**src/rtl/keypad_pkg.sv**
```systemverilog
// keypad_pkg: shared state encoding, key codes and matrix-to-code helpers for the keypad scanner
package keypad_pkg;
  typedef enum logic [1:0] {IDLE, CAND, PRESSED, REL} key_state_t;
  localparam logic [3:0] KEY_NONE = 4'd0;
  localparam logic [3:0] KEY_STAR = 4'd10;
  localparam logic [3:0] KEY_ZERO = 4'd11;
  localparam logic [3:0] KEY_HASH = 4'd12;
  // Digits 1-9 fill rows 0-2 left to right; row 3 holds *, 0, #.
  function automatic logic [3:0] rc_code(input logic [1:0] r, input logic [1:0] c);
    return r == 2'd3 ? (c == 2'd0 ? KEY_STAR : c == 2'd1 ? KEY_ZERO : KEY_HASH)
                     : {2'b0, r} * 4'd3 + {2'b0, c} + 4'd1;
  endfunction
  // A frame yields a code only when exactly one intersection is closed; ghosts and chords read as NONE.
  function automatic logic [3:0] frame_code(input logic [3:0] c0, input logic [3:0] c1, input logic [3:0] c2);
    logic [11:0] s;
    logic [3:0] code;
    s = {c2, c1, c0};
    code = KEY_NONE;
    for (int c = 0; c < 3; c++)
      for (int r = 0; r < 4; r++)
        if (s[4*c+r]) code = rc_code(2'(r), 2'(c));
    return $countones(s) == 1 ? code : KEY_NONE;
  endfunction
endpackage

```
**src/rtl/keypad_scanner_if.sv**
```systemverilog
// keypad_scanner_if: keypad matrix lines plus the debounced key stream toward the game-state block
interface keypad_scanner_if;
  logic       key_en;
  logic [3:0] key_row;
  logic [2:0] key_col;
  logic [3:0] key_data;
  logic       key_valid;
  logic       key_held;
  modport master (output key_en, key_row, input key_col, key_data, key_valid, key_held);
  modport slave (input key_en, key_row, output key_col, key_data, key_valid, key_held);
endinterface

```
**src/rtl/keypad_scanner_scan_tick_gen.sv**
```systemverilog
// scan_tick_gen: column dwell counter with one-hot column rotation and end-of-frame pulse
module scan_tick_gen #(
  parameter int SCAN_DIV = 25000,
  parameter int CNT_W    = 15
) (
  input  logic       clk,
  input  logic       rst,
  output logic       tick,
  output logic       frame_done,
  output logic [2:0] col
);
  logic [CNT_W-1:0] cnt;
  assign tick = cnt == CNT_W'(SCAN_DIV - 1);
  assign frame_done = tick && col[2];
  // Advance the dwell counter; the last dwell cycle also steps the column drive.
  always_ff @(posedge clk) begin
    if (rst) begin
      cnt <= '0;
      col <= 3'b001;
    end else if (tick) begin
      cnt <= '0;
      col <= {col[1:0], col[2]};
    end else begin
      cnt <= cnt + 1'b1;
    end
  end
endmodule

```
**src/rtl/keypad_scanner.sv**
```systemverilog
// keypad_scanner: scans the 3x4 keypad, debounces whole frames and strobes one key code per press
module keypad_scanner import keypad_pkg::*; #(
  parameter int SCAN_DIV        = 25000,
  parameter int DEBOUNCE_FRAMES = 20,
  parameter int CNT_W           = 15
) (
  input logic clk,
  input logic rst,
  keypad_scanner_if.slave kp
);
  localparam int DW = $clog2(DEBOUNCE_FRAMES + 1);
  logic tick, frame_done, last, enter_press, enter_idle;
  logic [2:0] col;
  logic [3:0] s0, s1, frame_key, cand, press_key;
  logic [DW-1:0] cnt;
  key_state_t state;
  scan_tick_gen #(.SCAN_DIV(SCAN_DIV), .CNT_W(CNT_W)) u_tick (
    .clk(clk), .rst(rst), .tick(tick), .frame_done(frame_done), .col(col)
  );
  assign kp.key_col = col;
  // The third column is taken live on its tick, so the frame resolves in the same cycle.
  assign frame_key = frame_code(s0, s1, kp.key_row);
  assign last = int'(cnt) + 1 >= DEBOUNCE_FRAMES;
  assign enter_press = frame_done && frame_key != KEY_NONE &&
                       ((state == IDLE && DEBOUNCE_FRAMES == 1) || (state == CAND && frame_key == cand && last));
  assign enter_idle = frame_done && frame_key == KEY_NONE &&
                      ((state == PRESSED && DEBOUNCE_FRAMES == 1) || (state == REL && last));
  assign press_key = state == IDLE ? frame_key : cand;
  // Latch the first two column samples of each frame.
  always_ff @(posedge clk) begin
    if (rst) begin
      s0 <= '0;
      s1 <= '0;
    end else if (tick) begin
      if (col[0]) s0 <= kp.key_row;
      if (col[1]) s1 <= kp.key_row;
    end
  end
  // Debounce state machine stepped once per frame, with registered key outputs.
  always_ff @(posedge clk) begin
    if (rst) begin
      state        <= IDLE;
      cand         <= KEY_NONE;
      cnt          <= '0;
      kp.key_data  <= KEY_NONE;
      kp.key_valid <= 1'b0;
      kp.key_held  <= 1'b0;
    end else begin
      kp.key_valid <= 1'b0;
      if (enter_press) begin
        state       <= PRESSED;
        kp.key_held <= 1'b1;
        if (kp.key_en) begin
          kp.key_data  <= press_key;
          kp.key_valid <= 1'b1;
        end
      end else if (enter_idle) begin
        state       <= IDLE;
        kp.key_held <= 1'b0;
      end else if (frame_done) begin
        case (state)
          IDLE: if (frame_key != KEY_NONE) begin
            state <= CAND;
            cand  <= frame_key;
            cnt   <= DW'(1);
          end
          CAND: begin
            state <= frame_key == KEY_NONE ? IDLE : CAND;
            cand  <= frame_key == KEY_NONE ? cand : frame_key;
            cnt   <= frame_key == cand ? cnt + 1'b1 : DW'(1);
          end
          PRESSED: if (frame_key == KEY_NONE) begin
            state <= REL;
            cnt   <= DW'(1);
          end
          REL: begin
            state <= frame_key == KEY_NONE ? REL : PRESSED;
            cnt   <= cnt + 1'b1;
          end
          default: state <= IDLE;
        endcase
      end
    end
  end
endmodule

```
**src/flat_wrapper.sv**
```systemverilog
// flat-port wrapper written by rule: the top's interface ports become plain ports
module keypad_scanner_flat import keypad_pkg::*;
#(
  parameter int SCAN_DIV        = 25000,
  parameter int DEBOUNCE_FRAMES = 20,
  parameter int CNT_W           = 15
)
  (clk, rst, kp_key_en, kp_key_row, kp_key_col, kp_key_data, kp_key_valid, kp_key_held);
  keypad_scanner_if kp_i ();
  input logic clk;
  input logic rst;
  input wire logic [$bits(kp_i.key_en)-1:0] kp_key_en;
  input wire logic [$bits(kp_i.key_row)-1:0] kp_key_row;
  output wire logic [$bits(kp_i.key_col)-1:0] kp_key_col;
  output wire logic [$bits(kp_i.key_data)-1:0] kp_key_data;
  output wire logic [$bits(kp_i.key_valid)-1:0] kp_key_valid;
  output wire logic [$bits(kp_i.key_held)-1:0] kp_key_held;
  assign kp_i.key_en = kp_key_en;
  assign kp_i.key_row = kp_key_row;
  assign kp_key_col = kp_i.key_col;
  assign kp_key_data = kp_i.key_data;
  assign kp_key_valid = kp_i.key_valid;
  assign kp_key_held = kp_i.key_held;
  keypad_scanner #(.SCAN_DIV(SCAN_DIV), .DEBOUNCE_FRAMES(DEBOUNCE_FRAMES), .CNT_W(CNT_W)) u_core (.clk(clk), .rst(rst), .kp(kp_i));
endmodule
```
**config.mk**
```make
export PLATFORM = sky130hd
export DESIGN_NAME = keypad_scanner_flat
export DESIGN_NICKNAME = d
export VERILOG_FILES = /design/src/rtl/keypad_pkg.sv /design/src/rtl/keypad_scanner_if.sv /design/src/rtl/keypad_scanner_scan_tick_gen.sv /design/src/rtl/keypad_scanner.sv /design/src/flat_wrapper.sv
export SDC_FILE = /design/constraint.sdc
export NUM_CORES = 1
export LEC_CHECK = 0
export CORE_ASPECT_RATIO = 0.6
export CORE_MARGIN = 2
export CORE_UTILIZATION = 60
export CTS_CLUSTER_DIAMETER = 60
export DETAILED_ROUTE_END_ITERATION = 10
export PLACE_DENSITY = 0.8
export SKIP_LAST_GASP = 1
export SYNTH_ARGS = -nofsm -noshare
export SYNTH_HDL_FRONTEND = slang
export SYNTH_SLANG_ARGS = --single-unit
export TNS_END_PERCENT = 10
```
**constraint.sdc**
```tcl
create_clock -name clk -period 16.25 [get_ports clk]
set_input_delay 1.625 -clock clk [delete_from_list [all_inputs] [get_ports clk]]
set_output_delay 1.625 -clock clk [all_outputs]
set_load 0.05 [all_outputs]
```
==> impl_summary.log, run 1 <==
[metrics] result of the run: finished, final reports clean
[metrics] Post-Syn Nets: 370
[metrics] H-tree level count: 2
[metrics] CP max FO: 11
[metrics] Slew Limit Headroom: 51.6%
[metrics] Post-synth EDFFs: 0
[metrics] via count of the first global-routing pass: 2303
[metrics] drt initial violations: 210
[metrics] wire length of the first global-routing pass: 10.8 mm
[metrics] data arrival time of the critical path: 6.66 ns
[metrics] fraction of synthesis flops using an asynchronous set or reset pin: 0%
[metrics] Achievable Freq: 0.155 GHz
[metrics] synthesis-to-layout area growth: 10.6%
[metrics] clock sink count: 43
[metrics] hold-fix buffer count after cts: 0
[metrics] sequential area share after synthesis: 30.5%
[metrics] met2 routing resource usage after global routing: 34.5%
[metrics] number of antenna violations at the first check in global routing: 0
[metrics] final max-slew violation count: 0
[metrics] Inserted Clock Buffers: 5
[metrics] VDD IR-drop max: 0.0653 mV
[metrics] filler instances: 384
[metrics] Post-Synthesis Cell Area: 2820 um^2
[metrics] combinational family with the most area after synthesis: simple AND/OR/NAND/NOR gates
[metrics] multi-input combinational cell area: 1830 um^2
[metrics] hold slack final: 0.462 ns
[metrics] starting density of the core: 62.1%
[metrics] Bufs on Longest Clock Path: 2
[metrics] fin crit share: 39.8%
[metrics] via/cell ratio: 6.20
[metrics] Die Outline Area: 5280 um^2
[metrics] CTS root buf: sky130_fd_sc_hd__clkbuf_8
[metrics] number of cells after detailed placement: 409
[metrics] Yosys reg bits: 43
[metrics] unique cell type count in the Yosys netlist: 64
[metrics] Worst EP required: 16.44 ns
[metrics] clock-pin transition on the worst setup and hold timing paths: 0.08 ns
[metrics] number of instances resized during post-cts repair: 0
[metrics] half-perimeter wire length of the detailed placement result: 4.89 mm
[metrics] number of warnings reported in the yosys synthesis log: 0
[metrics] power per cell area: 72.8 nW/um^2
[metrics] simple-gate area share of the yosys netlist: 30.2%
[metrics] Die Y: 57.1 um
[metrics] fin worst setup slack: 9.78 ns
[metrics] cell count after synthesis: 341
[metrics] most common library cell in the layout ignoring fill and taps: sky130_fd_sc_hd__dfxtp_1
[metrics] average cell area after synthesis: 8.27 um^2
[metrics] met1 usage: 39.7%
[metrics] XOR/XNOR Fraction of Synth Area: 3.73%
[metrics] DRT Wirelength: 6.36 mm
[metrics] setup fix buffers added after clock tree synthesis: 0
[metrics] highest-count cells in the layout ignoring fill and taps: 43 x sky130_fd_sc_hd__dfxtp_1, 35 x sky130_fd_sc_hd__nand2_1, 29 x sky130_fd_sc_hd__nor2_1, 27 x sky130_fd_sc_hd__a21oi_1, 23 x sky130_fd_sc_hd__inv_1
[metrics] CTS tree: done
[metrics] unrepaired setup endpoints after global routing: false
[metrics] number of ports placed on the die boundary: 16
[metrics] routability-driven placement congestion ratio: 0.980
[metrics] Hold Path Class: reg2reg
[metrics] number of max-cap violations: 0
[metrics] residual overflow from global routing: 0
[metrics] Final Setup Violations: 0
[metrics] most utilized layer in the global route result: met1
[metrics] total via count in the routed design: 2585
[metrics] Adder-Cell Fraction of Synth Area: 11.6%
[metrics] Final #Nets: 382
[metrics] met3 capacity usage during global routing: 5.68%
[metrics] site row count: 19
[metrics] startpoint-to-endpoint class of the critical path: in2reg
[metrics] pin count of the biggest net entering global routing: 32
[metrics] overall routing resource usage: 25.2%
[metrics] CORE AREA: 4540 um^2
[metrics] Worst Setup Start Kind: input pin
[metrics] leakage power figure: 1.17 nW
[metrics] share of cell area taken by muxes after synthesis: 0.710%
[metrics] die extent in x: 92.5 um
[metrics] routed wire length per instance: 15.2 um
[metrics] type of element capturing the critical path: flip-flop
[metrics] share of cells above drive strength 1: 7.06%
[metrics] final count of hold timing violations: 0
[metrics] number of antenna cells inserted: 0
[metrics] post-synth top area cell: sky130_fd_sc_hd__dfxtp_1
[metrics] total DRC errors in the routed layout: 0
[metrics] FF+latch area: 861 um^2
[metrics] TritonRoute pass-1 iters: 5
[metrics] remaining antenna violation count: 0
[metrics] clock tree skew after final layout: 0.00554 ns
[metrics] leading cell types by total area after synthesis: sky130_fd_sc_hd__dfxtp_1 31%, sky130_fd_sc_hd__ha_1 6.7%, sky130_fd_sc_hd__fa_1 5.0%
[metrics] Clock Latency Late Sink: 0.30 ns
[metrics] accumulated negative setup slack: 0 ns
[metrics] Worst Setup Slack post-DPL: 9.50 ns
[metrics] number of buffers added on ports: 15
[metrics] filler-free cell count of the finished design: 417
[metrics] dominant register cell in the synthesized netlist: sky130_fd_sc_hd__dfxtp_1
[metrics] fraction of post-synthesis cell area in the top cell type by area: 30.5%
[metrics] final critical delay including setup and external delays: 6.47 ns
[metrics] Synth Area in Compound Gates: 18.5%
[metrics] slew of the pin with the lowest slew margin: 0.727 ns
state kept, by name (all words and copies together), names as in the netlist:
signal               flops
u_core.s0                4
u_core.s1                4
u_core.cand              4
u_core.kp.key_held       1
u_core.state             2
u_core.u_tick.col        3
u_core.u_tick.cnt       15
u_core.cnt               5
u_core.kp.key_data       4
u_core.kp.key_valid      1
metal layers:
| metal | up-vias | share of wire [%] |
|---|---|---|
| met1 | 1186 | 51 |
| met3 | 13 | 9.0 |
| met2 | 122 | 39 |
| met4 | 0 | 1.5 |
| met5 | - | 0 |
| li1 | 1264 | - |
synthesized netlist by cell type (3+ instances only):
library cell,instances
sky130_fd_sc_hd__inv_1,23
sky130_fd_sc_hd__nor4b_1,3
sky130_fd_sc_hd__ha_1,15
sky130_fd_sc_hd__nand3_1,20
sky130_fd_sc_hd__nor3_1,11
sky130_fd_sc_hd__nor2b_1,5
sky130_fd_sc_hd__a211o_1,4
sky130_fd_sc_hd__xor2_1,6
sky130_fd_sc_hd__clkbuf_1,9
sky130_fd_sc_hd__and4_1,3
sky130_fd_sc_hd__or2_2,5
sky130_fd_sc_hd__a21oi_1,27
sky130_fd_sc_hd__o31ai_1,4
sky130_fd_sc_hd__nor2_1,29
sky130_fd_sc_hd__or4_1,5
sky130_fd_sc_hd__or3_1,5
sky130_fd_sc_hd__o21ai_0,12
sky130_fd_sc_hd__fa_1,7
sky130_fd_sc_hd__nand4_1,6
sky130_fd_sc_hd__nand2_1,35
sky130_fd_sc_hd__nor4_1,3
sky130_fd_sc_hd__and3_1,7
sky130_fd_sc_hd__xnor2_1,6
sky130_fd_sc_hd__dfxtp_1,43
kinds of logic (layout without fill, tap and decap cells):
group / after synthesis / after routing
flops: 43 / 43
simple gates: 154 / 154
xor+xnor: 12 / 12
buf+inv: 34 / 47
compound gates: 74 / 74
fa+ha+maj: 22 / 22
mux: 2 / 2
layout make-up:
type,instances,area share [%]
Clock buffer,5,2.20
Clock inverter,3,1.40
Inverter,23,2.77
Multi-Input combinational cell,264,58.5
Sequential cell,43,27.6
Tap cell,63,2.53
Timing Repair Buffer,16,5.05
critical path: stages:
cell	delay, ns
sky130_fd_sc_hd__clkdlybuf4s50_1	0.63
sky130_fd_sc_hd__ha_1	0.20
sky130_fd_sc_hd__inv_1	0.07
sky130_fd_sc_hd__fa_1	0.50
sky130_fd_sc_hd__fa_1	0.51
sky130_fd_sc_hd__inv_1	0.04
sky130_fd_sc_hd__ha_1	0.21
sky130_fd_sc_hd__fa_1	0.48
sky130_fd_sc_hd__or4b_1	0.59
sky130_fd_sc_hd__nor2_1	0.44
sky130_fd_sc_hd__o211ai_1	0.28
sky130_fd_sc_hd__a311o_1	0.54
sky130_fd_sc_hd__and3_1	0.25
sky130_fd_sc_hd__a211o_1	0.27
power breakdown:
group	switching, W	total (W)	internal, W
Combinational	0.0000220	0.0000358	0.0000138
Sequential	0.000000472	0.000106	0.000106
Clock	0.0000392	0.0000850	0.0000458
Total	0.0000617	0.000227	0.000166
final timing paths:
| kind | slack, ns | end | depth (start not counted) | from |
|---|---|---|---|---|
| max | 9.78 | u_core.cnt[2] | 14 | kp_key_row[0] |
| min | 0.46 | u_core.u_tick.cnt[0] | 1 | u_core.u_tick.cnt[0] |
| max reg2reg | 10.67 | u_core.cnt[2] | 15 | u_core.s0[3] |
| min reg2reg | 0.46 | u_core.u_tick.cnt[0] | 1 | u_core.u_tick.cnt[0] |
metrics by stage:
stage                     total power, W  instance area (um^2)  utilization [%]
final                           0.000227                  3120             68.8
after CTS                       0.000227                  3120             68.8
after global placement          0.000143                  3010             66.3
after global routing            0.000236                  3120             68.8
after detailed placement        0.000144                  3010             66.3
after floorplan                 0.000135                  2820                -
No activity file was read; power rests on OpenSTA's default activity.
==> run 2, diff against run 1 <==
CORE_UTILIZATION = 54   (was 60)
PLACE_DENSITY = 0.76   (was 0.8)
clock period = 5.2 ns   (was 16.25 ns; I/O delays follow)
==> impl_summary.log, run 2 (synthesized netlist as in run 1, its figures left out) <==
[metrics] result of the run: finished, final reports clean (unchanged)
[metrics] Seq pwr share: 45.5% (was 46.8%)
[metrics] multi-input combinational cell area: 1860 um^2 (was 1830 um^2)
[metrics] remaining antenna violation count: 0 (unchanged)
[metrics] number of max-cap violations: 0 (unchanged)
[metrics] share of cells above drive strength 1: 13.2% (was 7.06%)
[metrics] switching component of the power: 0.000197 W (was 0.0000617 W)
[metrics] internal portion of total power: 0.000533 W (was 0.000166 W)
[metrics] Achievable Freq: 0.201 GHz
[metrics] clock network power share: 36.1% (was 37.4%)
[metrics] overall routing resource usage: 24.4% (was 25.2%)
[metrics] via count of the first global-routing pass: 2361 (was 2303)
[metrics] VDD IR-drop max: 0.178 mV (was 0.0653 mV)
[metrics] via/cell ratio: 5.95 (was 6.20)
[metrics] unrepaired setup endpoints after global routing: false (unchanged)
[metrics] highest-count cells in the layout ignoring fill and taps: 43 x sky130_fd_sc_hd__dfxtp_1, 35 x sky130_fd_sc_hd__nand2_1, 28 x sky130_fd_sc_hd__nor2_1, 27 x sky130_fd_sc_hd__a21oi_1, 23 x sky130_fd_sc_hd__inv_1 (was 43 x sky130_fd_sc_hd__dfxtp_1, 35 x sky130_fd_sc_hd__nand2_1, 29 x sky130_fd_sc_hd__nor2_1, 27 x sky130_fd_sc_hd__a21oi_1, 23 x sky130_fd_sc_hd__inv_1)
[metrics] Die Y: 60.0 um (was 57.1 um)
[metrics] number of buffers added on ports: 15 (unchanged)
[metrics] Worst Setup Start Kind: flip-flop (was input pin)
[metrics] drt initial violations: 160 (was 210)
[metrics] pin count of the biggest net entering global routing: 32 (unchanged)
[metrics] accumulated negative setup slack: 0 ns (unchanged)
[metrics] combinational fraction of design power: 18.4% (was 15.8%)
[metrics] clock-pin transition on the worst setup and hold timing paths: 0.09 ns (was 0.08 ns)
[metrics] starting density of the core: 55.8% (was 62.1%)
[metrics] final critical delay including setup and external delays: 4.97 ns
[metrics] data arrival time of the critical path: 5.21 ns (was 6.66 ns)
[metrics] Design Power: 0.000730 W (was 0.000227 W)
[metrics] FF+latch area: 861 um^2 (unchanged)
[metrics] filler instances: 424 (was 384)
[metrics] half-perimeter wire length of the detailed placement result: 5.10 mm (was 4.89 mm)
[metrics] most common library cell in the layout ignoring fill and taps: sky130_fd_sc_hd__dfxtp_1 (unchanged)
[metrics] routability-driven placement congestion ratio: 0.889 (was 0.980)
[metrics] slowest stage delay, CP: 0.52 ns (was 0.63 ns)
[metrics] CORE AREA: 5050 um^2 (was 4540 um^2)
[metrics] chain of cells forming the critical path: inv_1, ha_1, inv_1, fa_1, fa_1, fa_1, inv_1, ha_2, fa_1, nor4b_2, buf_4, o311ai_4, or4_4, a311o_2, or3_1, a21oi_1 (was clkdlybuf4s50_1, ha_1, inv_1, fa_1, fa_1, inv_1, ha_1, fa_1, or4b_1, nor2_1, o211ai_1, a311o_1, and3_1, a211o_1)
[metrics] CP max FO: 7 (was 11)
[metrics] largest registers: u_core.u_tick.cnt (15), u_core.cnt (5) (unchanged)
[metrics] number of flip-flops under the largest register name: 15 (unchanged)
[metrics] DRT Wirelength: 6.65 mm (was 6.36 mm)
[metrics] Slew Limit Headroom: 52.9% (was 51.6%)
[metrics] placed cell area: 3130 um^2 (was 3010 um^2)
[metrics] total via count in the routed design: 2599 (was 2585)
[metrics] register bank with the most flops: u_core.u_tick.cnt (unchanged)
[metrics] residual overflow from global routing: 0 (unchanged)
[metrics] synthesis-to-layout area growth: 16.5% (was 10.6%)
[metrics] Bufs on Longest Clock Path: 2 (unchanged)
[metrics] power per cell area: 222 nW/um^2 (was 72.8 nW/um^2)
[metrics] clock sink count: 43 (unchanged)
[metrics] number of antenna cells inserted: 0 (unchanged)
[metrics] final cell area excluding filler cells: 3290 um^2 (was 3120 um^2)
[metrics] Final #Nets: 399 (was 382)
[metrics] routed wire length per instance: 15.2 um (about the same)
[metrics] H-tree level count: 2 (unchanged)
[metrics] Worst EP required: 5.44 ns (was 16.44 ns)
[metrics] clock tree skew after final layout: 0.00943 ns (was 0.00554 ns)
[metrics] CTS root buf: sky130_fd_sc_hd__clkbuf_8 (unchanged)
[metrics] number of ports placed on the die boundary: 16 (unchanged)
[metrics] leakage power figure: 1.26 nW (was 1.17 nW)
[metrics] Sw Ratio: 26.9% (was 27.1%)
[metrics] number of antenna violations at the first check in global routing: 0 (unchanged)
[metrics] total DRC errors in the routed layout: 0 (unchanged)
[metrics] Die Outline Area: 5840 um^2 (was 5280 um^2)
[metrics] Hold Path Class: reg2reg (unchanged)
[metrics] Clock Latency Late Sink: 0.30 ns (about the same)
[metrics] die extent in x: 97.3 um (was 92.5 um)
[metrics] wire length of the first global-routing pass: 11.3 mm (was 10.8 mm)
[metrics] TritonRoute pass-1 iters: 5 (unchanged)
[metrics] Inserted Clock Buffers: 5 (unchanged)
[metrics] slew of the pin with the lowest slew margin: 0.699 ns (was 0.727 ns)
[metrics] hold-fix buffer count after cts: 0 (unchanged)
[metrics] CTS tree: done (unchanged)
[metrics] startpoint-to-endpoint class of the critical path: reg2reg (was in2reg)
[metrics] final count of hold timing violations: 0 (unchanged)
[metrics] fin crit share: 95.6%
[metrics] cell at the slowest stage of the critical path: sky130_fd_sc_hd__fa_1 (was sky130_fd_sc_hd__clkdlybuf4s50_1)
[metrics] final max-slew violation count: 0 (unchanged)
[metrics] library cell appearing most often on the critical path: sky130_fd_sc_hd__fa_1 (unchanged)
[metrics] Final Setup Violations: 0 (unchanged)
[metrics] type of element capturing the critical path: flip-flop (unchanged)
[metrics] site row count: 20 (was 19)
-- run 2: routing by layer --
metal	part of all wire, %	track usage, %	vias to the layer above
met5	0	0	-
met1	51	35.9	1198
li1	-	-	1297
met3	8.5	7.37	12
met2	39	34.3	92
met4	1.3	7.14	0
-- run 2: final cells by class --
class,count,area share [%]
multi-input combinational,264,56.6
sequential,43,26.2
timing repair buffer,33,8.68
inverter,23,2.63
tap,66,2.51
clock buffer,5,2.09
clock inverter,3,1.33
-- run 2: path summary, 6_finish.rpt --
path | to | startpoint | depth (start not counted) | slack (ns)
max | u_core.kp.key_data[0] | u_core.s0[2] | 16 | 0.23
min | u_core.u_tick.cnt[0] | u_core.u_tick.cnt[0] | 1 | 0.46
max reg2reg | u_core.kp.key_data[0] | u_core.s0[2] | 16 | 0.23
min reg2reg | u_core.u_tick.cnt[0] | u_core.u_tick.cnt[0] | 1 | 0.46
-- run 2: what timing repair did --
action,4_1_cts,5_1_grt
buffers inserted,0,1
setup endpoints to repair,0,13
resized for setup,0,9
-- run 2: worst max-delay path: cells and delay by family (launching register included) --
kind | cells | cell delay, ns
compound gates | 3 | 0.68
flops | 1 | 0.34
simple gates | 3 | 1.14
buf+inv | 4 | 0.33
fa+ha+maj | 6 | 2.42
-- run 2: power by group through the flow --
| stage | Combinational [W] | Sequential [W] | Clock [W] |
|---|---|---|---|
| global placement | 0.000122 | 0.000340 | 0 |
| floorplan | 0.0000824 | 0.000340 | 0 |
| detailed placement | 0.000125 | 0.000340 | 0 |
| CTS | 0.000126 | 0.000332 | 0.000268 |
| finish | 0.000134 | 0.000332 | 0.000263 |
| global route | 0.000148 | 0.000333 | 0.000280 |
-- run 2: through the flow --
| step | setup WS [ns] | utilization, % | hold WS [ns] | cells |
|---|---|---|---|---|
| after CTS | 0.0982 | 64.2 | 0.459 | 436 |
| after global routing | 0.0221 | 65.0 | 0.493 | 437 |
| after global placement | 0.172 | 62.0 | 0.434 | 428 |
| after detailed placement | 0.0321 | 62.0 | 0.446 | 428 |
| final | 0.226 | 65.0 | 0.461 | 437 |
| after floorplan | 0.119 | - | 0.418 | 341 |
